<file path="config.mk">
export PLATFORM = sky130hd
export DESIGN_NAME = decsel_sequencer
export DESIGN_NICKNAME = d
export VERILOG_FILES = /design/src/rtl/decsel_pkg.sv /design/src/rtl/decsel_step.sv /design/src/rtl/decsel_sequencer.sv
export SDC_FILE = /design/constraint.sdc
export NUM_CORES = 1
export LEC_CHECK = 0
export CORE_MARGIN = 4
export CORE_UTILIZATION = 25
export DETAILED_ROUTE_END_ITERATION = 6
export PLACE_DENSITY_LB_ADDON = 0.05
export SYNTH_ARGS = -nofsm -noshare
export SYNTH_HDL_FRONTEND = slang
export SYNTH_SLANG_ARGS = --single-unit
export TNS_END_PERCENT = 20
</file>
<file path="constraint.sdc">
create_clock -name clk -period 3.1 [get_ports clk]
set_clock_uncertainty 0.15 [all_clocks]
set_input_delay 0.31 -clock clk [delete_from_list [all_inputs] [get_ports clk]]
set_output_delay 0.31 -clock clk [all_outputs]
set_load 0.05 [all_outputs]
</file>
<file path="src/rtl/decsel_pkg.sv">
// Shared types and constants for the decsel select-code sequencer.
package decsel_pkg;

    localparam int SEL_W = 3;

    typedef enum logic [1:0] {
        IDLE = 2'd0,
        RUN  = 2'd1,
        DONE = 2'd2
    } state_e;

    localparam logic CE_ACTIVE = 1'b0;
    localparam logic CE_IDLE   = 1'b1;

    localparam logic [SEL_W-1:0] SEL_ONE  = {{(SEL_W-1){1'b0}}, 1'b1};
    localparam logic [SEL_W-1:0] SEL_ZERO = {SEL_W{1'b0}};

endpackage

</file>
<file path="src/rtl/decsel_step.sv">
// Combinational next-code calculation for the select-code sweep.
module decsel_step
    import decsel_pkg::*;
(
    input  logic [SEL_W-1:0] sel_i,
    input  logic [SEL_W-1:0] first_i,
    input  logic [SEL_W-1:0] last_i,
    input  logic             mode_i,
    input  logic             dir_i,
    output logic [SEL_W-1:0] next_o,
    output logic             at_last_o,
    output logic             wrap_to_first_o
);

    // Successor code: restart at first in continuous mode, else step with mod-8 wrap.
    always_comb begin
        at_last_o       = (sel_i == last_i);
        wrap_to_first_o = at_last_o & mode_i;
        next_o          = sel_i;
        if (wrap_to_first_o) begin
            next_o = first_i;
        end else if (dir_i) begin
            next_o = sel_i - SEL_ONE;
        end else begin
            next_o = sel_i + SEL_ONE;
        end
    end

endmodule

</file>
<file path="src/rtl/decsel_sequencer.sv">
// Select-code sequencer driving the registered 3-to-8 decoder (a/b/c, pol, ce_).
// Define DECSEL_UPDOWN_EN to add the dir input for descending sweeps.
module decsel_sequencer
    import decsel_pkg::*;
#(
    parameter bit AUTOSTEP = 1'b0,
    parameter bit POL_RST  = 1'b0
) (
    input  logic             clk,
    input  logic             clr,
    input  logic             start,
    input  logic             stop,
    input  logic             mode,
    input  logic [SEL_W-1:0] first,
    input  logic [SEL_W-1:0] last,
    input  logic             step,
    input  logic             pol_in,
`ifdef DECSEL_UPDOWN_EN
    input  logic             dir,
`endif
    output logic [SEL_W-1:0] sel,
    output logic             ce_,
    output logic             pol,
    output logic             busy,
    output logic             tc,
    output logic             done
);

    state_e           state_q, state_d;
    logic [SEL_W-1:0] sel_q, sel_d;
    logic [SEL_W-1:0] first_q, first_d;
    logic [SEL_W-1:0] last_q, last_d;
    logic             mode_q, mode_d;
    logic             dir_q, dir_d;
    logic             ce_n_q, ce_n_d;
    logic             pol_q, pol_d;
    logic             busy_q, busy_d;
    logic             done_q, done_d;

    logic             dir_s;
    logic             advance_s;
    logic [SEL_W-1:0] next_s;
    logic             at_last_s;
    logic             wrap_to_first_s;

`ifdef DECSEL_UPDOWN_EN
    assign dir_s = dir;
`else
    assign dir_s = 1'b0;
`endif

    assign advance_s = AUTOSTEP ? 1'b1 : step;

    decsel_step u_step (
        .sel_i           (sel_q),
        .first_i         (first_q),
        .last_i          (last_q),
        .mode_i          (mode_q),
        .dir_i           (dir_q),
        .next_o          (next_s),
        .at_last_o       (at_last_s),
        .wrap_to_first_o (wrap_to_first_s)
    );

    // Next-state and registered-output decode; the strobe defaults to inactive.
    always_comb begin
        state_d = state_q;
        sel_d   = sel_q;
        first_d = first_q;
        last_d  = last_q;
        mode_d  = mode_q;
        dir_d   = dir_q;
        pol_d   = pol_q;
        busy_d  = busy_q;
        ce_n_d  = CE_IDLE;
        done_d  = 1'b0;
        case (state_q)
            IDLE: begin
                if (start) begin
                    first_d = first;
                    last_d  = last;
                    mode_d  = mode;
                    dir_d   = dir_s;
                    pol_d   = pol_in;
                    sel_d   = first;
                    ce_n_d  = CE_ACTIVE;
                    busy_d  = 1'b1;
                    state_d = RUN;
                end else begin
                    busy_d  = 1'b0;
                end
            end
            RUN: begin
                if (stop) begin
                    busy_d  = 1'b0;
                    state_d = IDLE;
                end else if (advance_s) begin
                    if (at_last_s && !wrap_to_first_s) begin
                        busy_d  = 1'b0;
                        done_d  = 1'b1;
                        state_d = DONE;
                    end else begin
                        sel_d   = next_s;
                        ce_n_d  = CE_ACTIVE;
                    end
                end else begin
                    sel_d = sel_q;
                end
            end
            DONE: begin
                busy_d  = 1'b0;
                state_d = IDLE;
            end
            default: begin
                busy_d  = 1'b0;
                state_d = IDLE;
            end
        endcase
    end

    // State and output registers with synchronous clear.
    always_ff @(posedge clk) begin
        if (clr) begin
            state_q <= IDLE;
            sel_q   <= SEL_ZERO;
            first_q <= SEL_ZERO;
            last_q  <= SEL_ZERO;
            mode_q  <= 1'b0;
            dir_q   <= 1'b0;
            ce_n_q  <= CE_IDLE;
            pol_q   <= POL_RST;
            busy_q  <= 1'b0;
            done_q  <= 1'b0;
        end else begin
            state_q <= state_d;
            sel_q   <= sel_d;
            first_q <= first_d;
            last_q  <= last_d;
            mode_q  <= mode_d;
            dir_q   <= dir_d;
            ce_n_q  <= ce_n_d;
            pol_q   <= pol_d;
            busy_q  <= busy_d;
            done_q  <= done_d;
        end
    end

    assign sel  = sel_q;
    assign ce_  = ce_n_q;
    assign pol  = pol_q;
    assign busy = busy_q;
    assign done = done_q;
    assign tc   = busy_q & (sel_q == last_q);

endmodule
</file>
---- Word-level counts from Yosys, hierarchy flattened ----
Cells that the tools add are included.
storage, ports and cells
  register bits after elaboration ......... 16
  output and inout port bits .............. 8
  logic and storage cells ................. 52
cells by class
  bitwise gates (word level) .............. 4
  eq/ne operators ......................... 8
  add/sub/neg operators ................... 1
  mux-type cells .......................... 21
  reduce and logical (&&, ||, !) cells .... 9
operators with widths
  cell                                                             number
  3-bit two-way mux                                                5
  1-bit two-way mux                                                8
  2-bit two-way mux                                                4
  2-bit inequality test, second input constant                     4
  3-bit inequality test, second input constant                     2
  3-bit one-hot mux with 2 select lines                            1
  5-bit AND reduction                                              1
  1-bit one-hot mux with 2 select lines                            2
  2-bit one-hot mux with 2 select lines                            1
  2-bit AND reduction                                              2
  4-bit OR reduction                                               1
  3-bit by 1-bit adder with 3-bit output, second input constant    1
  3-bit == test                                                    1
  3-bit AND reduction                                              1
  1-bit bitwise AND                                                2
  2-bit by 1-bit == test with 1-bit output, second input constant  1
  2-bit logical NOT                                                1
  1-bit inverter                                                   2
  2-bit nonzero test                                               1
  1-bit logical AND                                                1
  1-bit logical NOT                                                1

---- Longest topological paths before layout ----
Gate-level depths: netlist of run 1.
  word-level depth ........................ 8
  mapped depth ............................ 5
  gate-level depth less buffers ........... 5

---- Hierarchy ----
A second synthesis of run 1 with hierarchy kept.
second synthesis, totals
  cell total of the unflattened synthesis .. 89
  area total of the unflattened synthesis .. 803.3 µm²
modules (own cells, without submodules)
  module            cells an instance  instances  sequential area each (µm²)  area an instance (µm²)
  decsel_sequencer  73                 1          320.3                       668.1
  decsel_step       16                 1          0.0                         135.1

---- Worst setup path before layout of run 1 ----
No wires, ideal clock.
  kind .................................... register to output
  start ................................... register sel_q[2] (netlist: sel[2])
  end ..................................... output port tc
  path buffers ............................ 0
  arrival time ............................ 2508 ps
  cell stages (with the launch flop) ...... 3
  path slack .............................. 132 ps
  cell sequence ........................... dfxtp_1 -> xor2_2 -> nor4_1
on the way
  word-level cells in the longest chain between the ends .. 2
RTL lines
  element                   line                     RTL
  start: declaration        decsel_sequencer.sv:30   logic [SEL_W-1:0] sel_q, sel_d;
  start signal: assignment  decsel_sequencer.sv:136  sel_q <= sel_d;
  3-bit == test             decsel_sequencer.sv:153  assign tc = busy_q & (sel_q == last_q);
  1-bit bitwise AND         decsel_sequencer.sv:153
  end: declaration          decsel_sequencer.sv:25   output logic tc,
No other way between the ends.

---- Worst setup path after layout of run 1 ----
Ends and elaborated chain as after synthesis.

==> metrics, run 1 <==
Synth Warn #=0; slowest cell on the critical path=clkdlybuf4s50_1; CP max stage delay=0.87 ns; Initial DRC Count=10; Reg clk slew, reported paths=0.10 ns; fin crit share=85.5%; GP Congestion=0.813; max-cap violation count=0; vias in the first global route=688; grt ovf=0; CP Class=flop to output port; Synth Instances=89; Slew @ Worst Pin=0.618 ns; ANT nets after route=0; routed vias/inst=5.02; CTS-repair resized insts=0; fillcell total=308; Worst Path Buf+Inv=1; synth unique cells=30; clock latency on the worst-skew pair=0.29 ns; Fin Setup TNS=0 ns; clock sinks=16; CTS H-tree depth=1; crit path max fanout=5; Critical Path RT=2.64 ns; DR DRC count=0; Sequential Area=320 um2; PortBufs=20; Yosys reg bits=16; Ports=21; core area=0.00285 mm2; crit end category=output port; largest delay contributor family on the critical path=buffers and inverters; ys flop type=dfxtp_1; status=completed; Fin. Hold Viols=0; FP Rows=19; Syn Nets=103; fraction of layout cells with a size suffix above 1=8.26%; Synth top area share=41.4%; # setup viols final=0; ys async rst share=0%; Avg Cell Area, Syn=8.70 um2; area leader, netlist=dfxtp_1; Die Y=63.7 um; final worst slack=0.449 ns; post-detailed-route wirelength per cell=14.2 um; final layout net count=124; die width=63.7 um; synthesized area=774 um2; Area Overhead vs Synth=33.6%; Final Max Tran Viols=0; footprint of the multi-input gates=424 um2; Starting Density=27.1%; worst vdd ir=255 uV; die footprint=0.00405 mm2; Fmax=377 MHz; largest net degree at the start of global routing=17; clk buf depth=2; hold_buf cts=0; Slew headroom=58.7%; clock buffer count from CTS=3; first-pass detailed-route iteration total=4; CTS tree=yes; n_diodes=0; hpwl dp=1460 um; Startpoint Class=flop; EDFF count, synth=0; Routed WL=1990 um; postcts setup bufs=0; Vias=703; Clock Tree Root=clkbuf_4; sequential area share after synthesis=41.4%; total power divided by cell area=500 mW/mm2; Global Route Usage Sum=10.6%; worst min-delay path class=flop to flop; initial antenna violation count=0; total power=0.518 mW; LEAKAGE=0.357 nW; first-pass GRT wire length=3370 um; worst-path cell chain=xor2_2 > nor4_1 > clkdlybuf4s50_1; Post-Place Worst Slack=0.790 ns; WHS=0.313 ns; RSZ-0062 raised after global routing=no; CP arrival=2.19 ns; fin crit period=2.65 ns; Synth area leaders=dfxtp_1 (41%), nand2_1 (10%), a21oi_1 (6.5%)
[worst reg2reg max path: cells and delay by family, from the launching register on]
| kind | cells | cell delay, ns |
|---|---|---|
| simple gates | 1 | 0.53 |
| flops | 1 | 0.50 |
| xor+xnor | 1 | 0.17 |
| compound gates | 2 | 0.49 |
[path summary, 6_finish.rpt]
check | startpoint | depth (start not counted) | slack (ns) | to
worst max-delay path | sel[2] | 3 | 0.45 | tc
worst min-delay path | first_q[0] | 2 | 0.31 | first_q[0]
worst max register to register | sel[2] | 4 | 1.16 | sel[0]
worst min register to register | first_q[0] | 2 | 0.31 | first_q[0]
[metal layers]
layer | wire, um | GRT usage, %
met1 | 996 | 14.9
met2 | 868 | 14.9
met3 | 101 | 3.55
met4 | 25 | 4.04
met5 | 0 | 0
[synth_stat cells, drive strengths merged (2+ instances only)]
cell type / instances
a311oi: 2
nand2: 21
nor3: 2
dfxtp: 16
nor4: 3
clkbuf: 3
xnor2: 4
nor3b: 2
a21oi: 10
xor2: 3
o211ai: 2
inv: 4
o41ai: 2
[power by group]
| part | switching [mW] | internal, mW | total [mW] |
|---|---|---|---|
| logic | 0.0821 | 0.0560 | 0.138 |
| registers | 0.0170 | 0.219 | 0.237 |
| clock network | 0.0715 | 0.0716 | 0.143 |
| total | 0.171 | 0.347 | 0.518 |
[flip-flops by register name (all words and copies together), names as in the netlist, 2 cells and up]
register and cells:
first_q 3, last_q 3, sel 3, state_q 2
[area by class of cell]
type / instances / area share [%]
clock buffers: 4 / 3.51
inverters: 4 / 1.45
multi-input cells: 65 / 41.0
flip-flops and latches: 16 / 31.0
well taps: 31 / 3.75
repair buffers: 20 / 19.3
[cell families after synthesis]
| logic type | synth area share [%] |
|---|---|
| adder cells (fa/ha/maj) | 1.62 |
| AND/OR/NAND/NOR | 21.8 |
| buffers and inverters | 3.88 |
| flip-flops | 41.4 |
| AO/OA/AOI/OAI | 20.5 |
| XOR/XNOR | 10.8 |
[through the flow]
step / utilization [%] / instance area [um2] / cells
finish: 36.3 / 1030 / 140
global route: 36.3 / 1030 / 140
global placement: 35.0 / 998 / 136
detailed placement: 35.0 / 998 / 136
CTS: 36.3 / 1030 / 140
floorplan: - / 774 / 89
[placed cells by master (no fill, tap or decap), drive strengths merged, types with 3 or more instances in the layout]
master         count
xnor2              4
clkbuf             4
clkdlybuf4s50     20
dfxtp             16
xor2               3
nor4               3
inv                4
nand2             21
a21oi             10
(Power assumes the default switching activity.)
==> run 2: changes to the inputs <==
Settings changed: PLACE_DENSITY set to 0.57, PLACE_DENSITY_LB_ADDON 0.05 to not set.
==> run 2 against run 1 <==
Non-clock buffer count unchanged. Critical endpoint unchanged. Maximum frequency increased by 4.8%. Sequential cell count unchanged.
==> metrics, run 2 (synthesized netlist as in run 1, its figures left out) <==
status=completed; GRT Max-Usage Layer=met2; CP arrival=2.07 ns (-0.12 ns); crit end category=output port; Die Y=63.7 um (unchanged); hpwl dp=1510 um (+3.4%); routed vias/inst=5.06 (+0.85%); met2 Resource Use GR=15.6% (+0.78 points); clock sinks=16 (unchanged); Critical Path RT=2.64 ns (about the same); clock latency on the worst-skew pair=0.29 ns (about the same); Global Route Usage Sum=9.93% (-0.71 points); Post-Place Worst Slack=0.876 ns (+0.0860 ns); final layout net count=124 (unchanged); first-pass GRT wire length=3170 um (-5.9%); initial antenna violation count=0 (unchanged); Vias=709 (+0.85%); Slew @ Worst Pin=0.589 ns (-0.0292 ns); Area Overhead vs Synth=33.6% (unchanged); FP Rows=19 (unchanged); grt ovf=0 (unchanged); most common cell after layout, fill and taps aside=nand2_1; final worst slack=0.571 ns (+0.122 ns); DR DRC count=0 (unchanged); Clock Tree Root=clkbuf_4; Fmax=395 MHz (+4.8%); die width=63.7 um (unchanged); ANT nets after route=0 (unchanged); hold_buf cts=0 (unchanged); fin crit period=2.53 ns (-0.122 ns); Routed WL=1990 um (-0.30%); n_diodes=0 (unchanged); clock buffer count from CTS=3 (unchanged); most frequent cells in the layout=nand2_1 (21), clkdlybuf4s50_1 (20), dfxtp_1 (16); Fin Setup TNS=0 ns (unchanged); crit path max fanout=5 (unchanged); worst min-delay path class=flop to flop; GP Congestion=0.905 (+11%); max-cap violation count=0 (unchanged); met3 usage=1.60% (-2.0 points); Initial DRC Count=19 (+9); CTS-repair resized insts=0 (unchanged); RSZ-0062 raised after global routing=no; # setup viols final=0 (unchanged); CTS tree=yes; LEAKAGE=0.357 nW (unchanged); Reg clk slew, reported paths=0.10 ns (about the same); worst vdd ir=218 uV (-14%); postcts setup bufs=0 (unchanged); met1 GRT Util=12.4% (-2.5 points); vias in the first global route=680 (-1.2%); Slew headroom=60.6% (+2.0 points); core area=0.00285 mm2 (unchanged); Ports=21 (unchanged); fin crit share=81.6% (-3.9 points); Starting Density=27.1% (unchanged); Final Max Tran Viols=0 (unchanged); first-pass detailed-route iteration total=4 (unchanged); CTS H-tree depth=1 (unchanged); total power divided by cell area=501 mW/mm2 (+0.18%); die footprint=0.00405 mm2 (unchanged); Startpoint Class=flop; fraction of layout cells with a size suffix above 1=8.26% (unchanged); largest net degree at the start of global routing=17 (unchanged); total power=0.519 mW (+0.18%); Fin. Hold Viols=0 (unchanged); clk buf depth=2 (unchanged); CP Class=flop to output port; PortBufs=20 (unchanged); post-detailed-route wirelength per cell=14.2 um (-0.30%)
## run 2: cell counts in the layout (fill, tap and decap cells not counted)
No cell type changed its count.
## run 2: cell type report
class | instances | area [um2]
fillers | 293 | 1820
multi-input cells | 65 | 424
well taps | 31 | 38.8
flip-flops and latches | 16 | 320
clock buffers | 4 | 36.3
repair buffers | 20 | 200
inverters | 4 | 15.0
## run 2: final timing paths
path | endpoint | start | depth (start not counted) | slack (ns)
setup reg to reg | sel[2] | sel[2] | 4 | 1.23
setup / recovery | tc | sel[2] | 3 | 0.57
hold reg to reg | pol | pol | 2 | 0.32
hold / removal | pol | pol | 2 | 0.32
## run 2: power breakdown
group / switching [mW] / internal, mW
clock network: 0.0724 / 0.0716
logic: 0.0819 / 0.0562
registers: 0.0172 / 0.220
total: 0.171 / 0.347
## run 2: metal layers
layer,up-vias,part of all wire [%]
li1,356,-
met1,334,44
met2,15,49
met3,4,4.6
met4,0,2.5
met5,-,0
## run 2: worst max-delay path: stages (launching register included)
cell	delay (ns)
dfxtp_1	0.48
xor2_2	0.16
nor4_1	0.29
clkdlybuf4s50_1	0.85
## run 2: stage by stage
step	instance area, um2	std cells	hold slack, ns	util (%)
final	1030	140	0.321	36.3
after global routing	1030	140	0.336	36.3
after CTS	1030	140	0.320	36.3
after detailed placement	998	136	0.302	35.0
after global placement	998	136	0.295	35.0
after floorplan	774	89	0.286	-
